## config.mk

```make
export PLATFORM = sky130hd
export DESIGN_NAME = stream_mux3
export DESIGN_NICKNAME = d
export VERILOG_FILES = /design/src/rtl/stream_mux3_pkg.sv /design/src/rtl/stream_mux3_rr_arb3.sv /design/src/rtl/stream_mux3.sv
export SDC_FILE = /design/constraint.sdc
export NUM_CORES = 1
export LEC_CHECK = 0
export ABC_AREA = 1
export CELL_PAD_IN_SITES_DETAIL_PLACEMENT = 0
export CELL_PAD_IN_SITES_GLOBAL_PLACEMENT = 1
export CORE_MARGIN = 5
export CORE_UTILIZATION = 27
export CTS_BUF_LIST = sky130_fd_sc_hd__clkbuf_4 sky130_fd_sc_hd__clkbuf_8 sky130_fd_sc_hd__clkbuf_16
export DETAILED_ROUTE_END_ITERATION = 6
export GPL_TIMING_DRIVEN = 0
export PLACE_DENSITY = 0.86
export SLEW_MARGIN = 25
export SYNTH_ARGS = -nofsm -noshare
export SYNTH_HDL_FRONTEND = slang
export SYNTH_SLANG_ARGS = --single-unit
```

## constraint.sdc

```tcl
create_clock -name clk -period 7.3 [get_ports clk]
set_input_delay 1.46 -clock clk [delete_from_list [all_inputs] [get_ports clk]]
set_output_delay 1.46 -clock clk [all_outputs]
set_load 0.05 [all_outputs]
```

## src/rtl/stream_mux3_pkg.sv

```systemverilog
// Shared types and helpers for the stream_mux3 3-to-1 stream arbiter.
// The source codes match the select encoding of the companion 1-to-3 demux.
package stream_mux3_pkg;

    typedef logic [1:0] sel_t;

    localparam sel_t SEL_CH1  = 2'b00;
    localparam sel_t SEL_CH2  = 2'b01;
    localparam sel_t SEL_CH3  = 2'b10;
    localparam sel_t SEL_IDLE = 2'b11;

    // Channel that follows ptr in round-robin order (ch1 -> ch2 -> ch3 -> ch1).
    function automatic sel_t next_rr(sel_t ptr);
        case (ptr)
            SEL_CH1: return SEL_CH2;
            SEL_CH2: return SEL_CH3;
            default: return SEL_CH1;
        endcase
    endfunction

    // True when the channel named by s is requesting.
    function automatic logic req_hit(logic [2:0] req, sel_t s);
        case (s)
            SEL_CH1: return req[0];
            SEL_CH2: return req[1];
            SEL_CH3: return req[2];
            default: return 1'b0;
        endcase
    endfunction

endpackage

```

## src/rtl/stream_mux3_rr_arb3.sv

```systemverilog
// rr_arb3: three-way grant generator for stream_mux3.
// Default build: round-robin, pointer starts at ch3 so ch1 wins first and
// moves to the winner only on an accepted transfer (advance).
// With STREAM_MUX3_FIXED_PRIO_EN defined: fixed priority ch1 > ch2 > ch3,
// no pointer is kept.
import stream_mux3_pkg::*;

module rr_arb3 (
    input  logic       clk,
    input  logic       rst,
    input  logic [2:0] req,
    input  logic       advance,
    output logic [2:0] gnt,
    output sel_t       gnt_sel
);

`ifdef STREAM_MUX3_FIXED_PRIO_EN

    logic unused_ports;
    assign unused_ports = ^{clk, rst, advance};

    // Lowest-numbered requesting channel wins.
    always_comb begin
        gnt_sel = SEL_IDLE;
        if (req[0])
            gnt_sel = SEL_CH1;
        else if (req[1])
            gnt_sel = SEL_CH2;
        else if (req[2])
            gnt_sel = SEL_CH3;
    end

`else

    sel_t ptr;
    sel_t cand;

    // Pointer remembers the last winner; idle and stalled cycles leave it alone.
    always_ff @(posedge clk or posedge rst) begin
        if (rst)
            ptr <= SEL_CH3;
        else if (advance)
            ptr <= gnt_sel;
    end

    // Scan the three channels starting just after the pointer; first requester wins.
    always_comb begin
        gnt_sel = SEL_IDLE;
        cand    = next_rr(ptr);
        for (int i = 0; i < 3; i++) begin
            if (gnt_sel == SEL_IDLE && req_hit(req, cand))
                gnt_sel = cand;
            cand = next_rr(cand);
        end
    end

`endif

    // One-hot view of the winning channel.
    always_comb begin
        gnt = 3'b000;
        case (gnt_sel)
            SEL_CH1: gnt = 3'b001;
            SEL_CH2: gnt = 3'b010;
            SEL_CH3: gnt = 3'b100;
            default: gnt = 3'b000;
        endcase
    end

endmodule

```

## src/rtl/stream_mux3.sv

```systemverilog
// stream_mux3: merges three valid/ready channels onto one registered output,
// tagging each word with its source code on y_sel (00/01/10, 11 = none).
// Arbitration policy is chosen by STREAM_MUX3_FIXED_PRIO_EN inside rr_arb3
// (undefined: round-robin; defined: fixed ch1 > ch2 > ch3).
//
// Handshake: a word moves when valid && ready are both high at a rising edge.
// Producers hold valid and data until accepted. The output register reloads
// only when it is empty or being drained (load), so at most one xN_ready is
// high and none is high while the output is stalled.
import stream_mux3_pkg::*;

module stream_mux3 #(
    parameter int WIDTH = 16
) (
    input  logic             clk,
    input  logic             rst,
    input  logic [WIDTH-1:0] x1_data,
    input  logic             x1_valid,
    output logic             x1_ready,
    input  logic [WIDTH-1:0] x2_data,
    input  logic             x2_valid,
    output logic             x2_ready,
    input  logic [WIDTH-1:0] x3_data,
    input  logic             x3_valid,
    output logic             x3_ready,
    output logic [WIDTH-1:0] y_data,
    output logic [1:0]       y_sel,
    output logic             y_valid,
    input  logic             y_ready
);

    logic             load;
    logic             advance;
    logic [2:0]       req;
    logic [2:0]       gnt;
    sel_t             gnt_sel;
    logic [WIDTH-1:0] gnt_data;

    assign load    = !y_valid || y_ready;
    assign req     = {x3_valid, x2_valid, x1_valid};
    assign advance = load && (gnt_sel != SEL_IDLE);

    rr_arb3 u_arb (
        .clk     (clk),
        .rst     (rst),
        .req     (req),
        .advance (advance),
        .gnt     (gnt),
        .gnt_sel (gnt_sel)
    );

    assign x1_ready = load && gnt[0];
    assign x2_ready = load && gnt[1];
    assign x3_ready = load && gnt[2];

    // Data of the winning channel.
    always_comb begin
        gnt_data = '0;
        case (gnt_sel)
            SEL_CH1: gnt_data = x1_data;
            SEL_CH2: gnt_data = x2_data;
            SEL_CH3: gnt_data = x3_data;
            default: gnt_data = '0;
        endcase
    end

    // Output register: refill on load, empty when nothing is granted; data/sel keep last value.
    always_ff @(posedge clk or posedge rst) begin
        if (rst) begin
            y_valid <= 1'b0;
            y_data  <= '0;
            y_sel   <= SEL_IDLE;
        end else if (load) begin
            if (advance) begin
                y_valid <= 1'b1;
                y_data  <= gnt_data;
                y_sel   <= gnt_sel;
            end else begin
                y_valid <= 1'b0;
            end
        end
    end

endmodule

```

==> impl_metrics.yaml, run 1 <==
grt:
  grt_overflow: 0
  grt_max_degree: 21
  grt_usage_pct: 15.3
  grt_pass1_wl_um: 7810
  grt_pass1_vias: 1630
  grt_antenna_before_repair: 0
setup_path:
  arrival_ns: 4.20
  critical_path.slowest_cell: "clkdlybuf4s50_1"
  worstPathMaxFanout: 10
  cpPeakStageDelay_ns: 0.82
  crit-reg2reg-launch: "y_sel[1]"
  setup.worst_path.class: "in -> out"
  cp_top_family: "buffers and inverters"
  worstSetupEndpointType: "output pin"
  crit_chain: "clkdlybuf4s50_1, nand3_1, nand2_2, nor2_4, nand3_1, nand3_2, o21ai_1, buf_2, nand2_1, nor2_1, clkdlybuf4s50_1"
  startpoint: "x3_valid"
  reg2reg_depth: 14
  required_ns: 5.84
  worstSetupStartpointType: "primary input"
  cp.depth: 11
  critPathBufInv: 3
clock_network:
  cts_max_level: 1
  cts_setup_buffers: 0
  cts_buffers: 3
  clkTransAtPathRegs_ns: 0.08
  holdBufCountCts: 0
  clk_path_buf_depth: 2
  cts_root_buf: "clkbuf_8"
  cts.sinks: 20
  cts_tree: "done"
  worstSkewPairLatency_ns: 0.26
  cts.repair.resized: 0
outcome:
  status: "finished, final reports clean"
placement:
  dpl.hpwl_um: 3690
  io_buffers: 75
  dp_cells: 343
  gp_congestion: 0.767
  place_ws_ns: 1.67
cells_and_area:
  fillers: 505
  seqCellArea_sq_um: 503
  fin_cells: 347
  layout_common_cells: "clkdlybuf4s50_1 (75), nand3_1 (71), nand2_1 (69)"
  nets: 335
  drive_gt1_share_pct: 8.93
  final_common_cell: "clkdlybuf4s50_1"
  diodes: 0
  multi_input_comb_area_sq_um: 728
  area_growth_pct: 66.9
sta:
  setup_tns_ns: 0
  fin_skew_ns: 0.00742
  rsz0062_at_grt: "no"
  max-slew-margin-rel_pct: 45.0
  setup_violations: 0
  fmax_mhz: 177
  hold_viol_final: 0
  finalWorstSetupSlack_ns: 1.64
  fin_crit_ns: 5.66
  worst_pin_slew_ns: 0.824
  whs_ns: 0.463
  finalCritPeriodShare_pct: 77.5
  drv_slew: 0
job:
  max_cap_violations: 0
synthesis:
  ys_types: 22
  syn_area_sq_um: 1350
  synth_nets: 255
  synth.top_cell.area_share_pct: 33.3
  yosysWarnings: 0
  ys_seq_area_share_pct: 37.2
  synth.largest_area_cell: "dfrtp_1"
  ys_seq_elements: 20
  synthTopCellsByArea: "dfrtp_1 (33%), nand3_1 (26%), nand2_1 (19%), dfstp_2 (3.9%), inv_1 (2.2%)"
  syn_avg_cell_area_sq_um: 6.74
  netlist_instances: 201
pwr:
  power_density_nw_per_um2: 581
  p_leak_nw: 1.06
  power.total_mw: 1.31
  peakVddDrop_mv: 0.222
detailed_routing:
  totalWireLength_um: 4930
  ant_nets: 0
  avgRoutedWirePerCell_um: 14.2
  drt-initial-drc-count: 104
  vias: 1664
  vias_per_cell: 4.80
  drcViolationCount: 0
  drt_first_pass_iters: 5
die:
  core_sq_um: 4790
  die_w_um: 80.8
  rows: 25
  die_h_um: 80.8
  ios: 76
  start_util_pct: 28.3
  die-area_sq_um: 6530
min_path:
  min_from: "y_sel[0]"
  holdPathStages: 2
  hp-class: "reg -> reg"
state kept, by name, summed over array words and instances (netlist names):
register and count:
u_arb.ptr 1, y_data 16, y_valid 1, y_sel 2
Yosys cell counts, drive strengths merged:
master / number
dfrtp: 18
nand2: 70
a21oi: 1
clkbuf: 3
buf: 10
a31oi: 1
nand3: 73
nor3: 1
o22ai: 1
inv: 11
o21ai: 2
nor2: 7
dfstp: 2
o21a: 1
worst min-delay path, cell delays in order, from the launching register on:
cell and delay (ns):
dfstp_2 0.38, nand2_1 0.05, nand2_1 0.04
final timing paths:
path	to	slack, ns
min in group asynchronous	y_data[3]	1.66
max in group asynchronous	y_data[4]	5.12
max	x3_ready	1.64
min reg2reg	y_sel[0]	0.46
max reg2reg	y_data[11]	4.89
min	y_sel[0]	0.46
cell families after synthesis:
family	share of synthesized area, %
AOI/OAI and AO/OA	3.42
buffers and inverters	9.06
DFF	37.2
and+or+nand+nor	50.4
power by group:
part	internal (mW)	switching (mW)
Clock	0.0732	0.0389
Combinational	0.330	0.670
Sequential	0.169	0.0310
Total	0.572	0.740
final cells by class:
type	count	share of cell area, %
Buffer	13	3.60
Clock buffer	3	1.83
Clock inverter	1	1.33
Inverter	11	1.83
Multi-Input combinational cell	157	32.2
Sequential cell	20	22.3
Tap cell	67	3.71
Timing Repair Buffer	75	33.2
layer usage:
| layer | part of all wire, % | track usage (%) |
|---|---|---|
| met2 | 43 | 24.2 |
| met5 | 0 | 0 |
| met3 | 13 | 4.77 |
| met1 | 43 | 20.1 |
| met4 | 1.5 | 4.56 |
through the flow:
step                      util [%]  instance area (sq um)
after floorplan                  -                   1350
after global placement        45.7                   2190
after detailed placement      45.7                   2190
after CTS                     47.2                   2260
after global routing          47.2                   2260
final                         47.2                   2260
Note: power is estimated with default switching activity, not from simulation.
==> inputs of run 2 (changes only) <==
--- a/config.mk
+++ b/config.mk
@@ -9,11 +9,11 @@
 export CELL_PAD_IN_SITES_DETAIL_PLACEMENT = 0
 export CELL_PAD_IN_SITES_GLOBAL_PLACEMENT = 1
 export CORE_MARGIN = 5
-export CORE_UTILIZATION = 27
+export CORE_UTILIZATION = 25
 export CTS_BUF_LIST = sky130_fd_sc_hd__clkbuf_4 sky130_fd_sc_hd__clkbuf_8 sky130_fd_sc_hd__clkbuf_16
 export DETAILED_ROUTE_END_ITERATION = 6
 export GPL_TIMING_DRIVEN = 0
-export PLACE_DENSITY = 0.86
+export PLACE_DENSITY = 0.8
 export SLEW_MARGIN = 25
 export SYNTH_ARGS = -nofsm -noshare
 export SYNTH_HDL_FRONTEND = slang
==> constraint.sdc (replaced) <==
create_clock -name clk -period 5.55 [get_ports clk]
set_input_delay 1.11 -clock clk [delete_from_list [all_inputs] [get_ports clk]]
set_output_delay 1.11 -clock clk [all_outputs]
set_load 0.05 [all_outputs]
==> impl_metrics.yaml, run 2 (synthesis results as in run 1) <==
grt:
  grt_pass1_wl_um: 8350
  grt_max_degree: 21
  grt_usage_pct: 14.4
  grt_pass1_vias: 1700
  grt_antenna_before_repair: 0
  grt_overflow: 0
clock_network:
  cts.repair.resized: 0
  cts_root_buf: "clkbuf_8"
  clk_path_buf_depth: 2
  holdBufCountCts: 0
  clkTransAtPathRegs_ns: 0.08
  cts.sinks: 20
  cts_tree: "done"
  cts_setup_buffers: 0
  worstSkewPairLatency_ns: 0.25
  cts_buffers: 3
  cts_max_level: 1
detailed_routing:
  totalWireLength_um: 4900
  vias: 1598
  drt_first_pass_iters: 4
  avgRoutedWirePerCell_um: 14.0
  drt-initial-drc-count: 87
  vias_per_cell: 4.57
  drcViolationCount: 0
  ant_nets: 0
cells_and_area:
  fin_cells: 350
  reg_top3: "y_data: 16 flops, y_sel: 2 flops"
  area_growth_pct: 65.5
  layout_common_cells: "clkdlybuf4s50_1 (75), nand3_1 (71), nand2_1 (69)"
  regMostFlops: "y_data"
  drive_gt1_share_pct: 8.93
  largest_reg_flops: 16
  nets: 335
  fin_util_pct: 43.3
  final_common_cell: "clkdlybuf4s50_1"
  diodes: 0
die:
  die-area_sq_um: 6990
  ios: 76
  die_h_um: 83.6
  core_sq_um: 5170
  start_util_pct: 26.2
  rows: 26
  die_w_um: 83.6
pwr:
  power.total_mw: 1.67
  power_density_nw_per_um2: 745
  p_leak_nw: 1.05
  peakVddDrop_mv: 0.303
sta:
  hold_viol_final: 0
  drv_slew: 0
  max-slew-margin-rel_pct: 47.9
  setup_tns_ns: 0
  rsz0062_at_grt: "no"
  worst_pin_slew_ns: 0.780
  fin_crit_ns: 4.93
  setup_violations: 0
  finalCritPeriodShare_pct: 88.9
  fin_skew_ns: 0.00323
  fmax_mhz: 203
  whs_ns: 0.461
setup_path:
  setup.worst_path.class: "in -> out"
  startpoint: "x3_valid"
  crit-reg2reg-launch: "y_sel[1]"
  worstSetupStartpointType: "primary input"
  reg2reg_slack_ns: 3.15
  worstSetupEndpointType: "output pin"
  r2r_end: "y_data[13]"
  setup.worst_path.end: "x3_ready"
  reg2reg_depth: 14
  worstPathMaxFanout: 10
  required_ns: 4.44
  arrival_ns: 3.82
placement:
  dpl.hpwl_um: 3770
  io_buffers: 75
  gp_congestion: 0.840
  dp_cells: 346
min_path:
  hp-class: "reg -> reg"
outcome:
  status: "finished, final reports clean"
job:
  max_cap_violations: 0
## run 2: report_power, final
group,internal [mW],total [mW],switching [mW]
combinational,0.434,1.30,0.870
sequential,0.222,0.262,0.0401
clock,0.0559,0.104,0.0483
## run 2: cell type report
| cell class | count | area [sq um] |
|---|---|---|
| fill | 547 | 2930 |
| clock buffer | 4 | 48.8 |
| inverter | 11 | 41.3 |
| multi-input combinational | 157 | 728 |
| tap | 70 | 87.6 |
| buffer | 13 | 81.3 |
| timing repair buffer | 75 | 751 |
| sequential | 20 | 503 |
## run 2: worst max-delay path: stages
cell and delay (ns):
clkdlybuf4s50_1 0.50, nand3_1 0.13, nand2_2 0.11, nor2_4 0.04, nand3_1 0.08, nand3_2 0.09
o21ai_1 0.39, buf_2 0.32, nand2_1 0.12, nor2_1 0.10, clkdlybuf4s50_1 0.82
## run 2: per-layer routing
layer  global-route usage [%]  up-vias  wire length [um]
met2                     22.7       58              2140
li1                         -      829                 -
met4                     2.05        0                29
met1                     20.1      707              2370
met5                        0        -                 0
met3                     4.05        4               362
## run 2: stage by stage
step | setup slack (ns) | area [sq um]
3_5_place_dp | 0.610 | 2190
4_1_cts | 0.606 | 2240
5_1_grt | 0.415 | 2240
2_1_floorplan | 1.36 | 1350
3_3_place_gp | 0.585 | 2190
6_report | 0.615 | 2240
## run 2: how the worst min path moves through the flow
stage / cells past startpoint / slack (ns) / start / endpoint
6_report: 2 / 0.46 / y_sel[0] / y_sel[0]
5_1_grt: 2 / 0.47 / y_sel[0] / y_sel[0]
3_5_place_dp: 2 / 0.45 / y_sel[0] / y_sel[0]
4_1_cts: 2 / 0.46 / y_sel[0] / y_sel[0]
2_1_floorplan: 2 / 0.55 / y_sel[1] / y_sel[1]
3_3_place_gp: 2 / 0.45 / y_sel[0] / y_sel[0]
